==> src/rtl/calc_key_sequencer.sv <==
// calc_key_sequencer: keypad front end for the calculator operator.
// Validates keys against "[sign] digits(1-3) enter operator [sign] digits(1-3) enter",
// inserts implied signs/enters, and drives the operator with single-cycle strobes.
module calc_key_sequencer (
  input  logic        clk,
  input  logic        rst,
  input  logic        key_valid,
  input  logic [3:0]  key_code,
  output logic        key_ready,
  output logic        op_sel,
  output logic [10:0] op_data,
  output logic        op_rst,
  output logic        result_valid,
  output logic        key_err
);

  typedef enum logic [2:0] {
    INIT, SIGN1, DIG1, OPER, SIGN2, DIG2, WAIT, RESULT
  } state_e;

  // Work queued for the following cycle while key_ready is low.
  typedef enum logic [1:0] {
    PEND_NONE,    // nothing queued
    PEND_FWD,     // strobe pend_code to the operator
    PEND_REPROC   // handle pend_code as a key arriving in SIGN1
  } pend_e;

  localparam logic [3:0] K_PLUS    = 4'd10;
  localparam logic [3:0] K_MINUS   = 4'd11;
  localparam logic [3:0] K_TIMES   = 4'd12;
  localparam logic [3:0] K_CLEAR   = 4'd13;
  localparam logic [3:0] K_ENTER   = 4'd14;
  localparam logic [3:0] K_ILLEGAL = 4'd15;

  state_e      state_q, state_d;
  pend_e       pend_q, pend_d;
  logic [3:0]  pend_code_q, pend_code_d;
  logic [1:0]  ndig_q, ndig_d;
  logic        key_ready_q, key_ready_d;
  logic        op_sel_q, op_sel_d;
  logic [3:0]  op_data_q, op_data_d;
  logic        op_rst_q, op_rst_d;
  logic        result_valid_q, result_valid_d;
  logic        key_err_q, key_err_d;

  logic        reproc, take, hold, is_dig, is_sign;
  logic [3:0]  code;

  // Next-state and next-output decode for the whole sequencer.
  always_comb begin
    state_d        = state_q;
    pend_d         = PEND_NONE;
    pend_code_d    = pend_code_q;
    ndig_d         = ndig_q;
    op_sel_d       = 1'b0;
    op_data_d      = op_data_q;
    op_rst_d       = 1'b0;
    result_valid_d = result_valid_q;
    key_err_d      = 1'b0;
    hold           = 1'b0;

    reproc  = (pend_q == PEND_REPROC);
    code    = reproc ? pend_code_q : key_code;
    take    = reproc || (key_valid && key_ready_q);
    is_dig  = (code <= 4'd9);
    is_sign = (code == K_PLUS) || (code == K_MINUS);

    if (state_q == INIT) begin
      op_rst_d       = 1'b1;
      result_valid_d = 1'b0;
      ndig_d         = '0;
      state_d        = SIGN1;
      hold           = 1'b1;
    end else if (pend_q == PEND_FWD) begin
      op_sel_d  = 1'b1;
      op_data_d = pend_code_q;
      if (pend_code_q == K_ENTER) state_d = WAIT;
    end else if (state_q == WAIT) begin
      // op_sel_q high means the final enter is on the wire this cycle;
      // the operator's registered result is only valid one cycle later.
      if (!op_sel_q) begin
        state_d        = RESULT;
        result_valid_d = 1'b1;
      end
    end else if (take) begin
      // A key replayed from RESULT keeps key_ready low for its processing cycle.
      hold = reproc;
      if (code == K_ILLEGAL) begin
        key_err_d = 1'b1;
      end else if (code == K_CLEAR) begin
        op_rst_d       = 1'b1;
        result_valid_d = 1'b0;
        ndig_d         = '0;
        state_d        = SIGN1;
      end else begin
        case (state_q)
          RESULT: begin
            op_rst_d       = 1'b1;
            result_valid_d = 1'b0;
            ndig_d         = '0;
            state_d        = SIGN1;
            pend_d         = PEND_REPROC;
            pend_code_d    = code;
          end
          SIGN1, SIGN2: begin
            if (is_sign) begin
              op_sel_d  = 1'b1;
              op_data_d = code;
              ndig_d    = '0;
              state_d   = (state_q == SIGN1) ? DIG1 : DIG2;
            end else if (is_dig) begin
              op_sel_d    = 1'b1;
              op_data_d   = K_PLUS;
              pend_d      = PEND_FWD;
              pend_code_d = code;
              ndig_d      = 2'd1;
              state_d     = (state_q == SIGN1) ? DIG1 : DIG2;
            end else begin
              key_err_d = 1'b1;
            end
          end
          DIG1, DIG2: begin
            if (is_dig) begin
              op_sel_d  = 1'b1;
              op_data_d = code;
              ndig_d    = ndig_q + 2'd1;
              if (ndig_q == 2'd2) begin
                if (state_q == DIG1) begin
                  state_d = OPER;
                end else begin
                  pend_d      = PEND_FWD;
                  pend_code_d = K_ENTER;
                end
              end
            end else if ((code == K_ENTER) && (ndig_q != 2'd0)) begin
              op_sel_d  = 1'b1;
              op_data_d = code;
              state_d   = (state_q == DIG1) ? OPER : WAIT;
            end else begin
              key_err_d = 1'b1;
            end
          end
          OPER: begin
            if ((code >= K_PLUS) && (code <= K_TIMES)) begin
              op_sel_d  = 1'b1;
              op_data_d = code;
              state_d   = SIGN2;
            end else begin
              key_err_d = 1'b1;
            end
          end
          default: key_err_d = 1'b1;
        endcase
      end
    end

    key_ready_d = !hold && (pend_d == PEND_NONE) && (state_d != INIT) && (state_d != WAIT);
  end

  // State and registered outputs; async active-low reset.
  always_ff @(posedge clk or negedge rst) begin
    if (!rst) begin
      state_q        <= INIT;
      pend_q         <= PEND_NONE;
      pend_code_q    <= '0;
      ndig_q         <= '0;
      key_ready_q    <= 1'b0;
      op_sel_q       <= 1'b0;
      op_data_q      <= '0;
      op_rst_q       <= 1'b0;
      result_valid_q <= 1'b0;
      key_err_q      <= 1'b0;
    end else begin
      state_q        <= state_d;
      pend_q         <= pend_d;
      pend_code_q    <= pend_code_d;
      ndig_q         <= ndig_d;
      key_ready_q    <= key_ready_d;
      op_sel_q       <= op_sel_d;
      op_data_q      <= op_data_d;
      op_rst_q       <= op_rst_d;
      result_valid_q <= result_valid_d;
      key_err_q      <= key_err_d;
    end
  end

  assign key_ready    = key_ready_q;
  assign op_sel       = op_sel_q;
  assign op_data      = {7'd0, op_data_q};
  assign op_rst       = op_rst_q;
  assign result_valid = result_valid_q;
  assign key_err      = key_err_q;

endmodule

==> config.mk <==
export PLATFORM = sky130hd
export DESIGN_NAME = calc_key_sequencer
export DESIGN_NICKNAME = d
export VERILOG_FILES = /design/src/rtl/calc_key_sequencer.sv
export SDC_FILE = /design/constraint.sdc
export NUM_CORES = 1
export LEC_CHECK = 0
export ABC_AREA = 0
export CAP_MARGIN = 5
export CORE_UTILIZATION = 41
export CTS_CLUSTER_DIAMETER = 50
export DETAILED_ROUTE_END_ITERATION = 8
export PLACE_DENSITY_LB_ADDON = 0.1
export SYNTH_ARGS = -nofsm -noshare
export SYNTH_HDL_FRONTEND = slang
export SYNTH_SLANG_ARGS = --single-unit
==> constraint.sdc <==
create_clock -name clk -period 5.1 [get_ports clk]
set_input_delay 1.02 -clock clk [delete_from_list [all_inputs] [get_ports clk]]
set_output_delay 1.02 -clock clk [all_outputs]
set_load 0.05 [all_outputs]
==> results of run 1 <==
## placed cells by master (no fill, tap or decap), types with 6 or more instances in the layout
master / instances
nand3_1: 7
mux2_2: 7
dfrtp_1: 20
conb_1: 7
a31oi_1: 7
nor2_1: 16
inv_1: 6
nand2b_1: 6
nand2_1: 25
a21oi_1: 16
o21ai_0: 12
clkdlybuf4s50_1: 15
## sequential cells by signal, indices dropped and copies added, names as in the netlist
signal,cells
pend_q,2
op_data_q,4
pend_code_q,4
state_q,3
op_rst,1
key_err,1
ndig_q,2
op_sel,1
result_valid,1
key_ready,1
## worst max-delay path by stage
| stage | slack, ns | start | end | cells after the start |
|---|---|---|---|---|
| 4_1_cts | 1.99 | key_code[3] | ndig_q[1]$_DFFE_PN0P_ | 8 |
| 3_5_place_dp | 1.72 | key_code[1] | op_data_q[0]$_DFFE_PN0P_ | 8 |
| 2_1_floorplan | 2.64 | key_code[2] | op_data_q[0]$_DFFE_PN0P_ | 6 |
| 3_3_place_gp | 1.79 | key_code[3] | op_data_q[0]$_DFFE_PN0P_ | 8 |
| 6_report | 1.95 | key_code[1] | ndig_q[1]$_DFFE_PN0P_ | 8 |
| 5_1_grt | 1.81 | key_code[3] | ndig_q[1]$_DFFE_PN0P_ | 8 |
## cells in the mapped netlist (all sizes together)
| cell type | number | area share |
|---|---|---|
| nor2b | 5 | 0.019 |
| o21bai | 3 | 0.013 |
| nand3b | 3 | 0.013 |
| ha | 2 | 0.015 |
| a21o | 3 | 0.013 |
| a2111oi | 1 | 0.0052 |
| buf | 11 | 0.045 |
| conb | 1 | 0.0022 |
| o22a | 2 | 0.010 |
| xnor2 | 2 | 0.010 |
| or2 | 2 | 0.0074 |
| or2b | 1 | 0.0045 |
| mux2i | 8 | 0.065 |
| o221ai | 1 | 0.0052 |
| o21ai | 13 | 0.041 |
| a211oi | 3 | 0.019 |
| inv | 6 | 0.013 |
| nand2b | 6 | 0.022 |
| a311o | 1 | 0.0059 |
| clkbuf | 7 | 0.016 |
| nor2 | 16 | 0.036 |
| or3 | 2 | 0.0074 |
| and2 | 2 | 0.0074 |
| a221o | 1 | 0.0059 |
| o31ai | 2 | 0.0089 |
| nand4b | 1 | 0.0052 |
| dfrtp | 20 | 0.30 |
| o32ai | 1 | 0.016 |
| a22o | 1 | 0.0052 |
| and2b | 1 | 0.0045 |
| nor3 | 1 | 0.0030 |
| o31a | 1 | 0.0052 |
| nor3b | 1 | 0.0045 |
| nand3 | 7 | 0.021 |
| o211ai | 1 | 0.0045 |
| a21oi | 16 | 0.048 |
| and3b | 1 | 0.0052 |
| a211o | 1 | 0.0052 |
| o22ai | 4 | 0.015 |
| a21boi | 2 | 0.0089 |
| nand2 | 25 | 0.056 |
| a31oi | 7 | 0.026 |
| nand4 | 1 | 0.0037 |
| mux2 | 8 | 0.056 |
## metal layers
metal / track usage / vias to the layer above
met5: 0 / -
li1: - / 738
met4: 0.0904 / 0
met1: 0.309 / 742
met3: 0.0310 / 7
met2: 0.343 / 48
## power breakdown
group,switching [µW],internal (µW)
registers,105,218
clock network,55.2,68.8
logic,375,242
total,535,529
## kinds of logic after synthesis
logic type               synth area share
adder cells (fa/ha/maj)            0.0148
flip-flops                          0.297
AND/OR/NAND/NOR                     0.219
multiplexers                        0.120
buffers and inverters              0.0742
AO/OA/AOI/OAI                       0.262
other                             0.00223
XOR/XNOR                           0.0104
## area by class of cell
| class | count | area [µm²] |
|---|---|---|
| fillers | 364 | 1930 |
| well taps | 48 | 60.1 |
| repair buffers | 15 | 150 |
| flip-flops and latches | 20 | 500 |
| clock buffers | 4 | 55.1 |
| multi-input cells | 166 | 1080 |
| inverters | 6 | 22.5 |
## metrics by stage
step                      setup slack [ns]  std cells  power, µW
after global routing                  1.81        259       1140
after CTS                             1.99        259       1060
final                                 1.95        259       1060
after detailed placement              1.72        255        936
after global placement                1.79        255        931
after floorplan                       2.64        210        772
==> impl_metrics.env, run 1 <==
export IMPL_status="completed"
export IMPL_syn_area_um2=1690
export IMPL_report_final_hold_viol_count=0
export IMPL_syn_inst=204
export IMPL_worst_pin_slew_ns=0.894
export IMPL_cts_tree="done"
export IMPL_start_util=0.444
export IMPL_num_nets_final=221
export IMPL_slowest_stage="clkdlybuf4s50_1"
export IMPL_worst_skew_pair_late_latency_ns=0.26
export IMPL_setup_violations_final=0
export IMPL_vias=1535
export IMPL_crit_fanout=6
export IMPL_dp_hpwl_um=3240
export IMPL_crit_path_start_kind="primary input"
export IMPL_met1Wirelength_um=2070
export IMPL_io_buffers=15
export IMPL_fin_skew_ns=0.00623
export IMPL_min_path_type="register to register"
export IMPL_hold_path_cell_count=1
export IMPL_crit_family="compound AO/OA/AOI/OAI gates"
export IMPL_synth_seq_cells=20
export IMPL_final_area_um2=1870
export IMPL_finalCritPeriodShare=0.618
export IMPL_drt_iter0_markers=107
export IMPL_fmax_mhz=317
export IMPL_overflow=0
export IMPL_routedWlPerCell_um=16.5
export IMPL_syn_to_final_growth_pct=11.0
export IMPL_worstReg2RegEnd="ndig_q[1]$_DFFE_PN0P_"
export IMPL_whs_ns=0.515
export IMPL_max_slew_margin=0.402
export IMPL_timing_rr_start="pend_q[1]$_DFF_PN0_"
export IMPL_cts_root_buf="clkbuf_8"
export IMPL_p_leak_uw=0.000772
export IMPL_num_rows=22
export IMPL_rr_worst_depth=7
export IMPL_drtAntennaViolNets=0
export IMPL_post_route_min_period_ns=3.15
export IMPL_fin_util=0.492
export IMPL_drc=0
export IMPL_maxCapViolCount=0
export IMPL_clock_sinks=20
export IMPL_vias_per_cell=5.93
export IMPL_clock_path_buffers=2
export IMPL_ys_types=52
export IMPL_endpoint_kind="register"
export IMPL_place_area_um2=1820
export IMPL_rsz0062_at_grt="false"
export IMPL_yosys_warnings=0
export IMPL_ctsHoldBuffers=0
export IMPL_h_tree_depth=1
export IMPL_top_layer="met4"
export IMPL_critPathBufInv=1
export IMPL_place_congestion=0.931
export IMPL_worstPathRequired_ns=5.28
export IMPL_ios=23
export IMPL_grt_pass1_vias=1442
export IMPL_cts_setup_buffers=0
export IMPL_die_w_um=66.1
export IMPL_num_antenna_cells=0
export IMPL_grt_start_max_net_pins=25
export IMPL_seq_area_frac_synth=0.297
export IMPL_slew_viol_final=0
export IMPL_ir_drop_mv=0.292
export IMPL_setup_tns_ns=0
export IMPL_chipHeight_um=66.1
export IMPL_criticalPathCategory="primary input to register"
export IMPL_r2r_slack_ns=2.05
export IMPL_drive_gt1_frac=0.0995
export IMPL_crit_chain="clkdlybuf4s50_1 > nand2_1 > mux2i_2 > a21boi_0 > o21bai_1 > a21oi_1 > o21ai_0 > mux2i_1"
export IMPL_antenna_found_initial=0
export IMPL_hp_start="op_data_q[1]$_DFFE_PN0P_"
export IMPL_grt_use_total=0.222
export IMPL_grt_pass1_wl_um=7200
export IMPL_cpPeakStageDelay_ns=0.59
export IMPL_core_um2=3800
export IMPL_powerDensity_nw_per_um2=569
export IMPL_min_to="op_data_q[1]$_DFFE_PN0P_"
export IMPL_avgSynthCellArea_um2=8.26
export IMPL_dr_pass1_iters=4
export IMPL_cts_resized=0
export IMPL_crit_arrival_ns=3.33
export IMPL_clk_pin_slew_ns=0.08
export IMPL_route_met2_wl_um=1930
export IMPL_dieArea_um2=4370
export IMPL_routed_wl_um=4270
export IMPL_cts_buffers_inserted=3
export IMPL_wl_met3_um=185
(Power assumes the default switching activity.)
==> inputs of run 2 (changes only) <==
==> constraint.sdc (replaced) <==
create_clock -name clk -period 2.7 [get_ports clk]
set_input_delay 0.54 -clock clk [delete_from_list [all_inputs] [get_ports clk]]
set_output_delay 0.54 -clock clk [all_outputs]
set_load 0.05 [all_outputs]
==> run 2 against run 1 <==
Hold slack got worse by 0.00089 ns. First-iteration DRC count is 50% higher. Largest cell class unchanged. Total power increased by 95%. Routed wire length down 0.23%. Final cell count increased by 6.2%.
==> impl_metrics.env, run 2 (same netlist as run 1, synthesis figures left out) <==
export IMPL_antenna_found_initial=0
export IMPL_finalCritPeriodShare=0.895
export IMPL_cts_tree="done"
export IMPL_ios=23
export IMPL_hp_start="op_data_q[2]$_DFFE_PN0P_"
export IMPL_endpoint_kind="register"
export IMPL_cts_root_buf="clkbuf_8"
export IMPL_mostFrequentLayoutCell="nand2_1"
export IMPL_min_to="op_data_q[2]$_DFFE_PN0P_"
export IMPL_syn_to_final_growth_pct=18.3
export IMPL_clock_sinks=20
export IMPL_worst_skew_pair_late_latency_ns=0.26
export IMPL_fmax_mhz=414
export IMPL_criticalPathCategory="primary input to register"
export IMPL_maxCapViolCount=0
export IMPL_rr_worst_depth=7
export IMPL_seq_area_um2=500
export IMPL_place_congestion=0.978
export IMPL_use_met1=0.291
export IMPL_fin_util=0.525
export IMPL_vias_per_cell=5.66
export IMPL_setup_tns_ns=0
export IMPL_r2r_slack_ns=0.30
export IMPL_place_area_um2=1940
export IMPL_clk_pin_slew_ns=0.07
export IMPL_drive_gt1_frac=0.167
export IMPL_grt_pass1_wl_um=7360
export IMPL_crit_path_start_kind="primary input"
export IMPL_num_rows=22
export IMPL_grt_start_max_net_pins=24
export IMPL_worstPathRequired_ns=2.85
export IMPL_post_route_min_period_ns=2.42
export IMPL_grt_pass1_vias=1560
export IMPL_drc=0
export IMPL_worstReg2RegEnd="pend_code_q[2]$_DFFE_PN0P_"
export IMPL_routed_wl_um=4260
export IMPL_final_area_um2=1990
export IMPL_drt_iter0_markers=161
export IMPL_timing_rr_start="pend_q[0]$_DFF_PN0_"
export IMPL_num_antenna_cells=0
export IMPL_num_nets_final=237
export IMPL_chipHeight_um=66.1
export IMPL_max_slew_margin=0.412
export IMPL_grt_use_met2=0.362
export IMPL_crit_arrival_ns=2.56
export IMPL_ir_drop_mv=0.540
export IMPL_fillers=359
export IMPL_dp_hpwl_um=3370
export IMPL_busiest_layer="met2"
export IMPL_worst_pin_slew_ns=0.880
export IMPL_grt_use_total=0.223
export IMPL_start_util=0.444
export IMPL_cts_buffers_inserted=3
export IMPL_overflow=0
export IMPL_fin_skew_ns=0.00622
export IMPL_largestRegisters="op_data_q: 4 flops, pend_code_q: 4 flops, state_q: 3 flops"
export IMPL_drtAntennaViolNets=0
export IMPL_layout_common_cells="nand2_1 (25), dfrtp_1 (20), nor2_1 (16), a21oi_1 (16), buf_4 (16)"
export IMPL_routedWlPerCell_um=15.5
export IMPL_core_um2=3800
export IMPL_setup_violations_final=0
export IMPL_h_tree_depth=1
export IMPL_multiInputGateArea_um2=1080
export IMPL_hold_path_cell_count=1
export IMPL_die_w_um=66.1
export IMPL_crit_fanout=5
export IMPL_min_path_type="register to register"
export IMPL_grt_util_met3=0.0362
export IMPL_clock_path_buffers=2
export IMPL_powerDensity_nw_per_um2=1040
export IMPL_dieArea_um2=4370
export IMPL_setup_slack_ns=0.284
export IMPL_status="completed"
export IMPL_report_final_hold_viol_count=0
export IMPL_dr_pass1_iters=4
export IMPL_rsz0062_at_grt="false"
export IMPL_vias=1557
export IMPL_place_ws_ns=0.0164
export IMPL_slew_viol_final=0
export IMPL_io_buffers=15
export IMPL_p_leak_uw=0.000848
-- run 2: changes by cell type in the layout (fill, tap and decap cells not counted) --
cell,delta
buf_4,+16
nand2b_2,+1
nand2b_1,-1
-- run 2: area by class of cell --
| cell class | instances | share of cell area |
|---|---|---|
| clock buffer | 4 | 0.0276 |
| inverter | 6 | 0.0113 |
| multi-input combinational | 166 | 0.544 |
| sequential | 20 | 0.251 |
| tap | 48 | 0.0301 |
| timing repair buffer | 31 | 0.136 |
-- run 2: what timing repair did --
item,in CTS,in global routing
resized for setup,0,1
hold buffers,0,0
setup endpoints to repair,0,7
buffers inserted,0,0
-- run 2: metrics by stage --
stage	total power [µW]	instances	hold WS [ns]
after floorplan	1460	210	0.244
after global placement	1830	271	0.491
after detailed placement	1830	271	0.506
after CTS	2060	275	0.522
after global routing	2200	275	0.531
final	2070	275	0.514
-- run 2: per-layer routing --
layer,vias to the layer above,wire (µm),share of wire
li1,766,-,-
met5,-,0,0
met1,730,1940,0.45
met4,0,102,0.024
met2,52,2040,0.48
met3,9,182,0.043
-- run 2: worst max-delay path by stage --
stage / startpoint / to / slack [ns] / cells after the start
2_1_floorplan: pend_q[0]$_DFF_PN0_ / op_data_q[0]$_DFFE_PN0P_ / 0.62 / 7
4_1_cts: pend_q[0]$_DFF_PN0_ / op_data_q[1]$_DFFE_PN0P_ / 0.19 / 8
3_5_place_dp: key_code[3] / op_data_q[1]$_DFFE_PN0P_ / 0.02 / 7
5_1_grt: pend_q[0]$_DFF_PN0_ / pend_code_q[0]$_DFFE_PN0P_ / 0.13 / 7
3_3_place_gp: key_code[3] / op_data_q[3]$_DFFE_PN0P_ / 0.05 / 7
6_report: key_code[2] / op_data_q[1]$_DFFE_PN0P_ / 0.28 / 7
-- run 2: power by group --
group / internal [µW] / switching, µW
Combinational: 508 / 779
Clock: 130 / 100
Sequential: 414 / 140
-- run 2: critical path: stages --
cell,delay (ns)
clkdlybuf4s50_1,0.54
nand2_1,0.10
mux2_4,0.30
mux2i_4,0.24
o221ai_1,0.18
o21ai_2,0.30
mux2_2,0.37
==> inputs of run 3 (changes only) <==
--- a/config.mk
+++ b/config.mk
@@ -5,12 +5,11 @@
 export SDC_FILE = /design/constraint.sdc
 export NUM_CORES = 1
 export LEC_CHECK = 0
-export ABC_AREA = 0
-export CAP_MARGIN = 5
+export ABC_AREA = 1
 export CORE_UTILIZATION = 41
 export CTS_CLUSTER_DIAMETER = 50
 export DETAILED_ROUTE_END_ITERATION = 8
-export PLACE_DENSITY_LB_ADDON = 0.1
+export PLACE_DENSITY_LB_ADDON = 0.05
 export SYNTH_ARGS = -nofsm -noshare
 export SYNTH_HDL_FRONTEND = slang
 export SYNTH_SLANG_ARGS = --single-unit
==> run 3 against run 2 <==
Via count down 3.7%. Synthesized cell count rose by 14%. Largest power group unchanged. Largest cell class unchanged. Worst setup slack gained 0.37 ns. Clock-buffer cell count is 1 lower. Register-to-register slack improved by 0.35 ns. Critical path type is now register to register.
==> impl_metrics.env, run 3 <==
export IMPL_status="completed"
export IMPL_dr_pass1_iters=4
export IMPL_worstPathRequired_ns=2.89
export IMPL_slowest_stage="dfrtp_1"
export IMPL_num_rows=22
export IMPL_clk_pin_slew_ns=0.08
export IMPL_syn_inst=233
export IMPL_start_util=0.431
export IMPL_min_path_type="register to register"
export IMPL_synth_most_common_cell="nand2_1"
export IMPL_drt_iter0_markers=100
export IMPL_setup_slack_ns=0.653
export IMPL_netlist_top_cell_by_area="dfrtp_1"
export IMPL_cts_tree="done"
export IMPL_ctsHoldBuffers=0
export IMPL_worst_skew_pair_late_latency_ns=0.27
export IMPL_place_congestion=0.981
export IMPL_cts_buffers_inserted=3
export IMPL_routed_wl_um=4080
export IMPL_core_um2=3660
export IMPL_crit_chain="nand2_8 > nand2_1 > nand2_2 > nor2_1 > nand3_1 > nand2_1 > o2111ai_2 > nand2_4 > nor2_1 > a21oi_1"
export IMPL_crit_path_start_kind="register"
export IMPL_max_slew_margin=0.656
export IMPL_clock_path_buffers=2
export IMPL_vias=1499
export IMPL_maxCapViolCount=0
export IMPL_synth_common_cells="nand2_1 (59), inv_1 (26), nor2_1 (25), nand3_1 (22)"
export IMPL_avgSynthCellArea_um2=6.77
export IMPL_wl_met3_um=227
export IMPL_yosys_area_top_type_share=0.317
export IMPL_ys_types=30
export IMPL_grt_start_max_net_pins=21
export IMPL_met1Wirelength_um=2040
export IMPL_powerDensity_nw_per_um2=1180
export IMPL_syn_to_final_growth_pct=15.7
export IMPL_synth_seq_cells=20
export IMPL_drive_gt1_frac=0.124
export IMPL_vias_per_cell=5.01
export IMPL_layout_common_cells="nand2_1 (59), inv_1 (26), nor2_1 (25)"
export IMPL_fillers=397
export IMPL_routedWlPerCell_um=13.6
export IMPL_largestRegisters="op_data_q: 4 flops, pend_code_q: 4 flops, state_q: 3 flops"
export IMPL_route_met2_wl_um=1760
export IMPL_die_w_um=64.0
export IMPL_crit_fanout=10
export IMPL_criticalPathCategory="register to register"
export IMPL_ir_drop_mv=0.582
export IMPL_p_leak_uw=0.000926
export IMPL_chipHeight_um=64.0
export IMPL_post_route_min_period_ns=2.05
export IMPL_dp_hpwl_um=3110
export IMPL_mostFrequentLayoutCell="nand2_1"
export IMPL_setup_tns_ns=0
export IMPL_endpoint_kind="register"
export IMPL_grt_use_total=0.228
export IMPL_cts_resized=0
export IMPL_overflow=0
export IMPL_dieArea_um2=4100
export IMPL_slew_viol_final=0
export IMPL_place_ws_ns=0.429
export IMPL_fmax_mhz=488
export IMPL_seq_area_frac_synth=0.317
export IMPL_crit_arrival_ns=2.24
export IMPL_clock_sinks=20
export IMPL_ios=23
export IMPL_finalCritPeriodShare=0.758
export IMPL_r2r_slack_ns=0.65
export IMPL_synthArstFlopShare=1.00
export IMPL_rsz0062_at_grt="false"
export IMPL_yosys_warnings=0
export IMPL_worst_pin_slew_ns=0.516
export IMPL_fin_skew_ns=0.00268
export IMPL_num_nets_final=261
export IMPL_drtAntennaViolNets=0
export IMPL_cts_root_buf="clkbuf_8"
export IMPL_synth_edf_count=0
export IMPL_io_buffers=15
export IMPL_ys_top_cells_by_area="dfrtp_1 (32%), nand2_1 (14%), nand3_1 (7.0%), o21ai_0 (6.3%), inv_1 (6.2%)"
export IMPL_top_layer="met4"
export IMPL_h_tree_depth=1
export IMPL_cts_setup_buffers=0
export IMPL_ys_flop_type="dfrtp_1"
export IMPL_grt_pass1_wl_um=7160
export IMPL_grt_pass1_vias=1440
export IMPL_report_final_hold_viol_count=0
export IMPL_setup_violations_final=0
export IMPL_drc=0
export IMPL_num_antenna_cells=0
export IMPL_cpPeakStageDelay_ns=0.67
export IMPL_antenna_found_initial=0
export IMPL_syn_area_um2=1580
run 3: kinds of logic after synthesis:
kind of cell,share of synthesized area
AO/OA/AOI/OAI,0.143
adder cells (fa/ha/maj),0.0159
buffers and inverters,0.116
flip-flops,0.317
other,0.00238
AND/OR/NAND/NOR,0.406
run 3: path summary, 6_finish.rpt:
path / from / end / cells past startpoint
hold reg to reg: op_data_q[1]$_DFFE_PN0P_ / op_data_q[1]$_DFFE_PN0P_ / 2
min in group asynchronous: rst / pend_code_q[3]$_DFFE_PN0P_ / 2
setup reg to reg: pend_q[1]$_DFF_PN0_ / op_data_q[2]$_DFFE_PN0P_ / 10
max in group asynchronous: rst / state_q[1]$_DFF_PN0_ / 2
setup / recovery: pend_q[1]$_DFF_PN0_ / op_data_q[2]$_DFFE_PN0P_ / 10
hold / removal: op_data_q[1]$_DFFE_PN0P_ / op_data_q[1]$_DFFE_PN0P_ / 2
run 3: worst max-delay path: cells and delay by family, from the launching register on:
family	cells	cell delay, ns
AND/OR/NAND/NOR	8	0.97
flip-flops	1	0.67
AO/OA/AOI/OAI	2	0.32
run 3: cell type report:
cell class	instances	area, µm²	area share
Multi-Input combinational cell	180	916	0.502
Timing Repair Buffer	16	158	0.0864
Clock inverter	1	30.0	0.0165
Inverter	31	119	0.0652
Clock buffer	3	41.3	0.0226
Tap cell	48	60.1	0.0329
Sequential cell	20	500	0.274
run 3: metrics by stage:
| stage | utilization | hold slack [ns] | total power [µW] | area, µm² | cells |
|---|---|---|---|---|---|
| after CTS | 0.498 | 0.523 | 2160 | 1820 | 299 |
| final | 0.498 | 0.512 | 2160 | 1820 | 299 |
| after global placement | 0.479 | 0.512 | 1850 | 1750 | 295 |
| after global routing | 0.498 | 0.573 | 2350 | 1820 | 299 |
| after detailed placement | 0.479 | 0.499 | 1840 | 1750 | 295 |
| after floorplan | - | 0.244 | 1490 | 1600 | 239 |
run 3: metal layers:
layer  vias to the layer above  GRT usage
met3                         5     0.0232
met5                         -          0
met1                       663      0.344
li1                        777          -
met4                         0     0.0852
met2                        54      0.330
run 3: power breakdown:
group	internal [µW]	switching [µW]
Combinational	410	904
Sequential	434	96.2
Clock	198	113
